### config.mk
export PLATFORM = sky130hd
export DESIGN_NAME = jk_stream_driver_flat
export DESIGN_NICKNAME = d
export VERILOG_FILES = /design/src/rtl/jk_drv_pkg.sv /design/src/rtl/jk_stream_driver_if.sv /design/src/rtl/jk_excite.sv /design/src/rtl/jk_stream_driver.sv /design/src/flat_wrapper.sv
export SDC_FILE = /design/constraint.sdc
export NUM_CORES = 1
export LEC_CHECK = 0
export ABC_CLOCK_PERIOD_IN_PS = 2880
export CAP_MARGIN = 40
export CORE_MARGIN = 5
export CORE_UTILIZATION = 53
export DETAILED_ROUTE_END_ITERATION = 7
export GPL_TIMING_DRIVEN = 0
export PLACE_DENSITY = 0.86
export SYNTH_ARGS = -nofsm -noshare
export SYNTH_HDL_FRONTEND = slang
export SYNTH_HIERARCHICAL = 1
export SYNTH_SLANG_ARGS = --single-unit
### constraint.sdc
create_clock -name clk -period 2.88 [get_ports clk]
set_clock_uncertainty 0.15 [all_clocks]
set_input_delay 0.576 -clock clk [delete_from_list [all_inputs] [get_ports clk]]
set_output_delay 0.576 -clock clk [all_outputs]
set_load 0.05 [all_outputs]
### src/rtl/jk_drv_pkg.sv
// rtl/jk_drv_pkg.sv - shared J/K excitation codes, FSM state type and counter width
package jk_drv_pkg;

  localparam logic [1:0] JK_HOLD   = 2'b00;
  localparam logic [1:0] JK_RESET  = 2'b01;
  localparam logic [1:0] JK_SET    = 2'b10;
  localparam logic [1:0] JK_TOGGLE = 2'b11;

  localparam int MIS_CNT_W = 8;

  typedef enum logic {
    IDLE,
    SHIFT
  } state_t;

endpackage

### src/rtl/jk_stream_driver_if.sv
// rtl/jk_stream_driver_if.sv - valid/ready word handshake into the JK stream driver
interface jk_stream_driver_if #(
  parameter int WIDTH = 8
);

  logic             in_valid;
  logic             in_ready;
  logic [WIDTH-1:0] in_data;

  modport master (output in_valid, output in_data, input in_ready);
  modport slave  (input in_valid, input in_data, output in_ready);

endinterface

### src/rtl/jk_excite.sv
// rtl/jk_excite.sv - picks the {J,K} code that moves a flip-flop from q to d
module jk_excite
  import jk_drv_pkg::*;
(
  input  logic       q,
  input  logic       d,
  input  logic       first,
  input  logic       use_toggle,
  output logic [1:0] jk
);

  // The first bit of a word is always forced explicitly since q may be unknown.
  always_comb begin
    jk = JK_HOLD;
    if (first) begin
      jk = d ? JK_SET : JK_RESET;
    end else if (q != d) begin
      jk = use_toggle ? JK_TOGGLE : (d ? JK_SET : JK_RESET);
    end
  end

endmodule

### src/rtl/jk_stream_driver.sv
// rtl/jk_stream_driver.sv - serializes words into J/K excitation and checks the landed q
module jk_stream_driver
  import jk_drv_pkg::*;
#(
  parameter int WIDTH       = 8,
  parameter int MSB_FIRST   = 1,
  parameter int USE_TOGGLE  = 0,
  parameter int STOP_ON_ERR = 0
) (
  input  logic                 clk,
  input  logic                 rst_n,
  jk_stream_driver_if.slave    src,
  input  logic                 q_fb,
  output logic [1:0]           jk,
  output logic                 busy,
  output logic                 done,
  output logic                 err,
  input  logic                 err_clr,
  output logic [MIS_CNT_W-1:0] mis_cnt
);

  localparam int CNT_W = $clog2(WIDTH + 1);

  state_t           state, state_n;
  logic [WIDTH-1:0] sreg;
  logic [CNT_W-1:0] cnt;
  logic             exp_bit;
  logic             next_bit;
  logic             mismatch, last, abort, load, advance;
  logic             done_n;
  logic [1:0]       exc_jk, jk_n;

  // Keeps the next bit to send at a fixed end of the register.
  function automatic logic [WIDTH-1:0] shift_out(input logic [WIDTH-1:0] x);
    if (MSB_FIRST != 0) return {x[WIDTH-2:0], 1'b0};
    else                return {1'b0, x[WIDTH-1:1]};
  endfunction

  assign src.in_ready = (state == IDLE);
  assign busy         = (state == SHIFT);

  always_comb begin
    next_bit = 1'b0;
    if (state == IDLE) next_bit = (MSB_FIRST != 0) ? src.in_data[WIDTH-1] : src.in_data[0];
    else               next_bit = (MSB_FIRST != 0) ? sreg[WIDTH-1] : sreg[0];
  end

  jk_excite u_excite (
    .q          (q_fb),
    .d          (next_bit),
    .first      (state == IDLE),
    .use_toggle (USE_TOGGLE != 0),
    .jk         (exc_jk)
  );

  always_comb begin
    state_n  = state;
    jk_n     = JK_HOLD;
    done_n   = 1'b0;
    load     = 1'b0;
    advance  = 1'b0;
    mismatch = (state == SHIFT) && (q_fb != exp_bit);
    last     = (cnt == CNT_W'(WIDTH));
    abort    = mismatch && (STOP_ON_ERR != 0);
    case (state)
      IDLE: begin
        if (src.in_valid) begin
          state_n = SHIFT;
          jk_n    = exc_jk;
          load    = 1'b1;
        end
      end
      SHIFT: begin
        if (last || abort) begin
          state_n = IDLE;
          done_n  = 1'b1;
        end else begin
          jk_n    = exc_jk;
          advance = 1'b1;
        end
      end
      default: state_n = IDLE;
    endcase
  end

  always_ff @(posedge clk or negedge rst_n) begin
    if (!rst_n) begin
      state   <= IDLE;
      jk      <= JK_HOLD;
      done    <= 1'b0;
      err     <= 1'b0;
      mis_cnt <= '0;
      cnt     <= '0;
      sreg    <= '0;
      exp_bit <= 1'b0;
    end else begin
      state <= state_n;
      jk    <= jk_n;
      done  <= done_n;
      if (load) begin
        sreg    <= shift_out(src.in_data);
        cnt     <= CNT_W'(1);
        exp_bit <= next_bit;
      end else if (advance) begin
        sreg    <= shift_out(sreg);
        cnt     <= cnt + CNT_W'(1);
        exp_bit <= next_bit;
      end
      // A mismatch on the clearing edge is kept so it is never lost.
      if (err_clr) begin
        err     <= mismatch;
        mis_cnt <= mismatch ? MIS_CNT_W'(1) : '0;
      end else if (mismatch) begin
        err <= 1'b1;
        if (mis_cnt != '1) mis_cnt <= mis_cnt + MIS_CNT_W'(1);
      end
    end
  end

endmodule

### src/flat_wrapper.sv
// flat-port wrapper written by rule: the top's interface ports become plain ports
module jk_stream_driver_flat import jk_drv_pkg::*;
#(
  parameter int WIDTH       = 8,
  parameter int MSB_FIRST   = 1,
  parameter int USE_TOGGLE  = 0,
  parameter int STOP_ON_ERR = 0
)
  (clk, rst_n, q_fb, jk, busy, done, err, err_clr, mis_cnt, src_in_valid, src_in_data, src_in_ready);
  jk_stream_driver_if #(.WIDTH(WIDTH)) src_i ();
  input  logic clk;
  input  logic rst_n;
  input  logic q_fb;
  output logic [1:0] jk;
  output logic busy;
  output logic done;
  output logic err;
  input  logic err_clr;
  output logic [MIS_CNT_W-1:0] mis_cnt;
  input wire logic [$bits(src_i.in_valid)-1:0] src_in_valid;
  input wire logic [$bits(src_i.in_data)-1:0] src_in_data;
  output wire logic [$bits(src_i.in_ready)-1:0] src_in_ready;
  assign src_i.in_valid = src_in_valid;
  assign src_i.in_data = src_in_data;
  assign src_in_ready = src_i.in_ready;
  jk_stream_driver #(.WIDTH(WIDTH), .MSB_FIRST(MSB_FIRST), .USE_TOGGLE(USE_TOGGLE), .STOP_ON_ERR(STOP_ON_ERR)) u_core (.clk(clk), .rst_n(rst_n), .src(src_i), .q_fb(q_fb), .jk(jk), .busy(busy), .done(done), .err(err), .err_clr(err_clr), .mis_cnt(mis_cnt));
endmodule
==> summary.txt <==
Cells and area
  • Design Area, Final: 0.00158 mm2
  • Nets: 177
  • Reg area: 626 um2
  • P&R area growth vs syn: 26.4%
  • Layout cell share with drive strength beyond 1: 0.0875
  • Area occupied by multi-input gates: 588 um2
  • Filler cells: 188
  • # diodes: 0
  • Final std cells w/o fill: 188

Floorplan
  • Starting Density: 0.560
  • Die area: 0.00343 mm2
  • Height of the die: 58.6 um
  • Ports: 27
  • Rows: 17
  • Die Width: 58.6 um
  • Core ar.: 0.00223 mm2

Clocking
  • Hold-fix buffers, CTS: 0
  • Clock slew at reported path FFs: 140 ps
  • Clock Latency Late Sink: 320 ps
  • CTS Root Cell: clkbuf_4
  • CTS Buf Count: 3
  • Post-CTS Setup Bufs: 0
  • Maximum root-to-sink buffer count: 2
  • CTS tree: built
  • H-tree Lvls: 1
  • Clk sinks: 25
  • Post-CTS sizing: 0

Synthesis
  • Mapped Area: 0.00125 mm2
  • Yosys warning count: 6
  • Syn avg cell area: 9.69 um2
  • Register area share after synthesis: 0.501
  • Synth Instances: 129
  • #FFs+latches synth: 25
  • Synth cell types: 33

Min path
  • Hold Crit Class: reg2reg
  • Hold Path Origin: u_core/sreg[1]
  • Hold Crit Depth: 2
  • WHS Endpoint: u_core/sreg[1]

GRT
  • Antenna violations before repair: 0
  • Met3 Use GR: 0.0263
  • GRT Util Overall: 0.178
  • M1 GR Usage: 0.203
  • GR peak layer: met2
  • GRT met2 Usage: 0.329
  • Vias in the first global route: 1087
  • First-pass GRT wire length: 4710 um
  • Pin count of the biggest net entering global routing: 16
  • Global route overflow: 0

Timing
  • Final hold vios: 0
  • Slew @ Worst Pin: 536 ps
  • Unrepaired setup endpoints after global routing: no
  • Max frequency: 364 MHz
  • WHS: 378 ps
  • Fin Setup TNS: 0 ps
  • Final WS setup: 136 ps
  • Minimum clock period: 2740 ps
  • Slew headroom: 0.641
  • Slew Viols, Final: 0
  • Final period util: 0.953
  • Endpoints failing setup: 0

Route
  • Wire per inst: 14.4 um
  • Post-DRT Antenna Nets: 0
  • 1st-pass router iterations: 4
  • Total wire length: 2700 um
  • DR vias/cell: 5.60
  • DRC violations left: 0
  • Vias: 1052
  • DRT iter0 DRCs: 21

Power and ir drop
  • Combinational Power Share: 0.538
  • P_leak: 0.684 nW
  • Sequential power share: 0.359
  • Maximum vdd drop: 756 uV
  • Net switching power: 689 uW
  • Cell Int Power: 849 uW
  • Sw Share: 0.448
  • Power Density: 973 mW/mm2
  • Clock share of power: 0.103

Worst setup path
  • Data required time of the critical path: 2150 ps
  • Crit start category: flop
  • Worst Path Arrival: 2020 ps
  • R2r setup slk: 770 ps
  • Worst reg2reg endpoint: u_core/exp_bit
  • Crit. End Element: output port
  • Reg2reg path depth: 7
  • Max FO, Critical Path: 10
  • CP Class: reg2out
  • FF-to-FF Start: u_core/cnt[0]

Placement
  • Pre-CTS setup slack: 373 ps
  • Post-placement cell count: 184
  • RD Place Congestion: 0.742
  • Dpl hpwl: 2050 um
  • Port-buffer cells: 25
  • Placement Cell Area: 0.00155 mm2

Run status
  • Status: finished clean

Flow run
  • Max-cap violations: 0
## critical path, stage by stage, from the launching register on
cell and delay [ps]:
dfrtp_1 390, buf_2 190, inv_1 250, clkdlybuf4s50_1 870
## logic make-up (layout without fill, tap and decap cells)
| logic type | Yosys count | in the layout | share of synthesized area |
|---|---|---|---|
| other cells | 1 | 2 | 0.00300 |
| mux | 6 | 6 | 0.0541 |
| xor+xnor | 4 | 4 | 0.0340 |
| simple gates | 58 | 58 | 0.224 |
| compound gates | 22 | 22 | 0.122 |
| buf+inv | 10 | 40 | 0.0320 |
| flops | 25 | 25 | 0.501 |
| fa+ha+maj | 3 | 3 | 0.0300 |
## how the worst max path moves through the flow
stage                     start           endpoint  slack [ps]  cells past startpoint
floorplan           u_core/busy     u_core/sreg[5]         770                      6
global placement           q_fb  u_core/mis_cnt[7]         410                      5
detailed placement         q_fb  u_core/mis_cnt[5]         370                      5
CTS                 u_core/busy       src_in_ready         110                      3
global route        u_core/busy       src_in_ready          20                      3
finish              u_core/busy       src_in_ready         140                      3
## sequential cells by signal, indices dropped and copies added, names as in the netlist
register,flops
u_core/cnt,4
u_core/exp_bit,1
u_core/busy,1
u_core/sreg,7
u_core/mis_cnt,8
u_core/err,1
u_core/jk,2
u_core/done,1
## power by group through the flow
stage | clock network [mW] | registers [mW] | logic (mW)
6_report | 0.158 | 0.553 | 0.827
5_1_grt | 0.183 | 0.573 | 0.910
4_1_cts | 0.161 | 0.552 | 0.834
3_5_place_dp | 0 | 0.560 | 0.829
3_3_place_gp | 0 | 0.555 | 0.790
2_1_floorplan | 0 | 0.697 | 0.451
## stage by stage
step	util	power, mW
after global routing	0.708	1.67
after global placement	0.689	1.34
after CTS	0.708	1.55
final	0.708	1.54
after floorplan	-	1.15
after detailed placement	0.696	1.39
## area by class of cell
cell class / count / share of cell area
Inverter: 6 / 0.0143
Clock buffer: 4 / 0.0166
Sequential cell: 25 / 0.396
Buffer: 4 / 0.0111
Timing Repair Buffer: 26 / 0.168
Multi-Input combinational cell: 95 / 0.372
Tap cell: 28 / 0.0222
## cell usage after synthesis, drive strengths merged
library cell | count | share of area
nor2 | 14 | 0.042
buf | 3 | 0.011
xnor2 | 1 | 0.0070
conb | 1 | 0.0030
nand4 | 2 | 0.010
or3 | 2 | 0.010
o21ai | 3 | 0.012
o22ai | 1 | 0.0050
and2 | 2 | 0.010
o211ai | 1 | 0.017
o31ai | 4 | 0.024
mux2 | 3 | 0.030
nand3 | 6 | 0.024
nand2b | 1 | 0.0050
nand2 | 22 | 0.066
clkbuf | 1 | 0.0030
or4 | 2 | 0.012
mux2i | 3 | 0.024
ha | 3 | 0.030
inv | 6 | 0.018
a31o | 1 | 0.0070
nor4b | 1 | 0.012
o2111ai | 1 | 0.0070
nor2b | 5 | 0.027
a31oi | 6 | 0.030
dfrtp | 25 | 0.50
xor2 | 3 | 0.027
nand3b | 1 | 0.0060
a21oi | 5 | 0.020
## routing by layer
layer | wire length, um | share of wire | vias to the layer above
li1 | - | - | 505
met1 | 1090 | 0.40 | 508
met2 | 1420 | 0.53 | 34
met3 | 149 | 0.055 | 5
met4 | 45 | 0.017 | 0
met5 | 0 | 0 | -
## layout by cell type (no fill, tap or decap), types with 2 or more instances in the layout
cell,netlist,layout
clkdlybuf4s50_1,0,25
dfrtp_1,25,25
nand2_1,22,22
nor2_1,14,14
inv_1,6,6
nand3_1,6,6
a31oi_1,6,6
a21oi_1,5,5
nor2b_1,4,4
o31ai_1,4,4
clkbuf_4,0,3
mux2i_1,3,3
o21ai_0,3,3
ha_1,3,3
clkbuf_1,1,2
buf_2,2,2
and2_1,2,2
mux2_2,2,2
nand4_1,2,2
xor2_1,2,2
or4_1,2,2
or3_1,2,2
conb_1,1,2
Note: power is estimated with default switching activity, not from simulation.
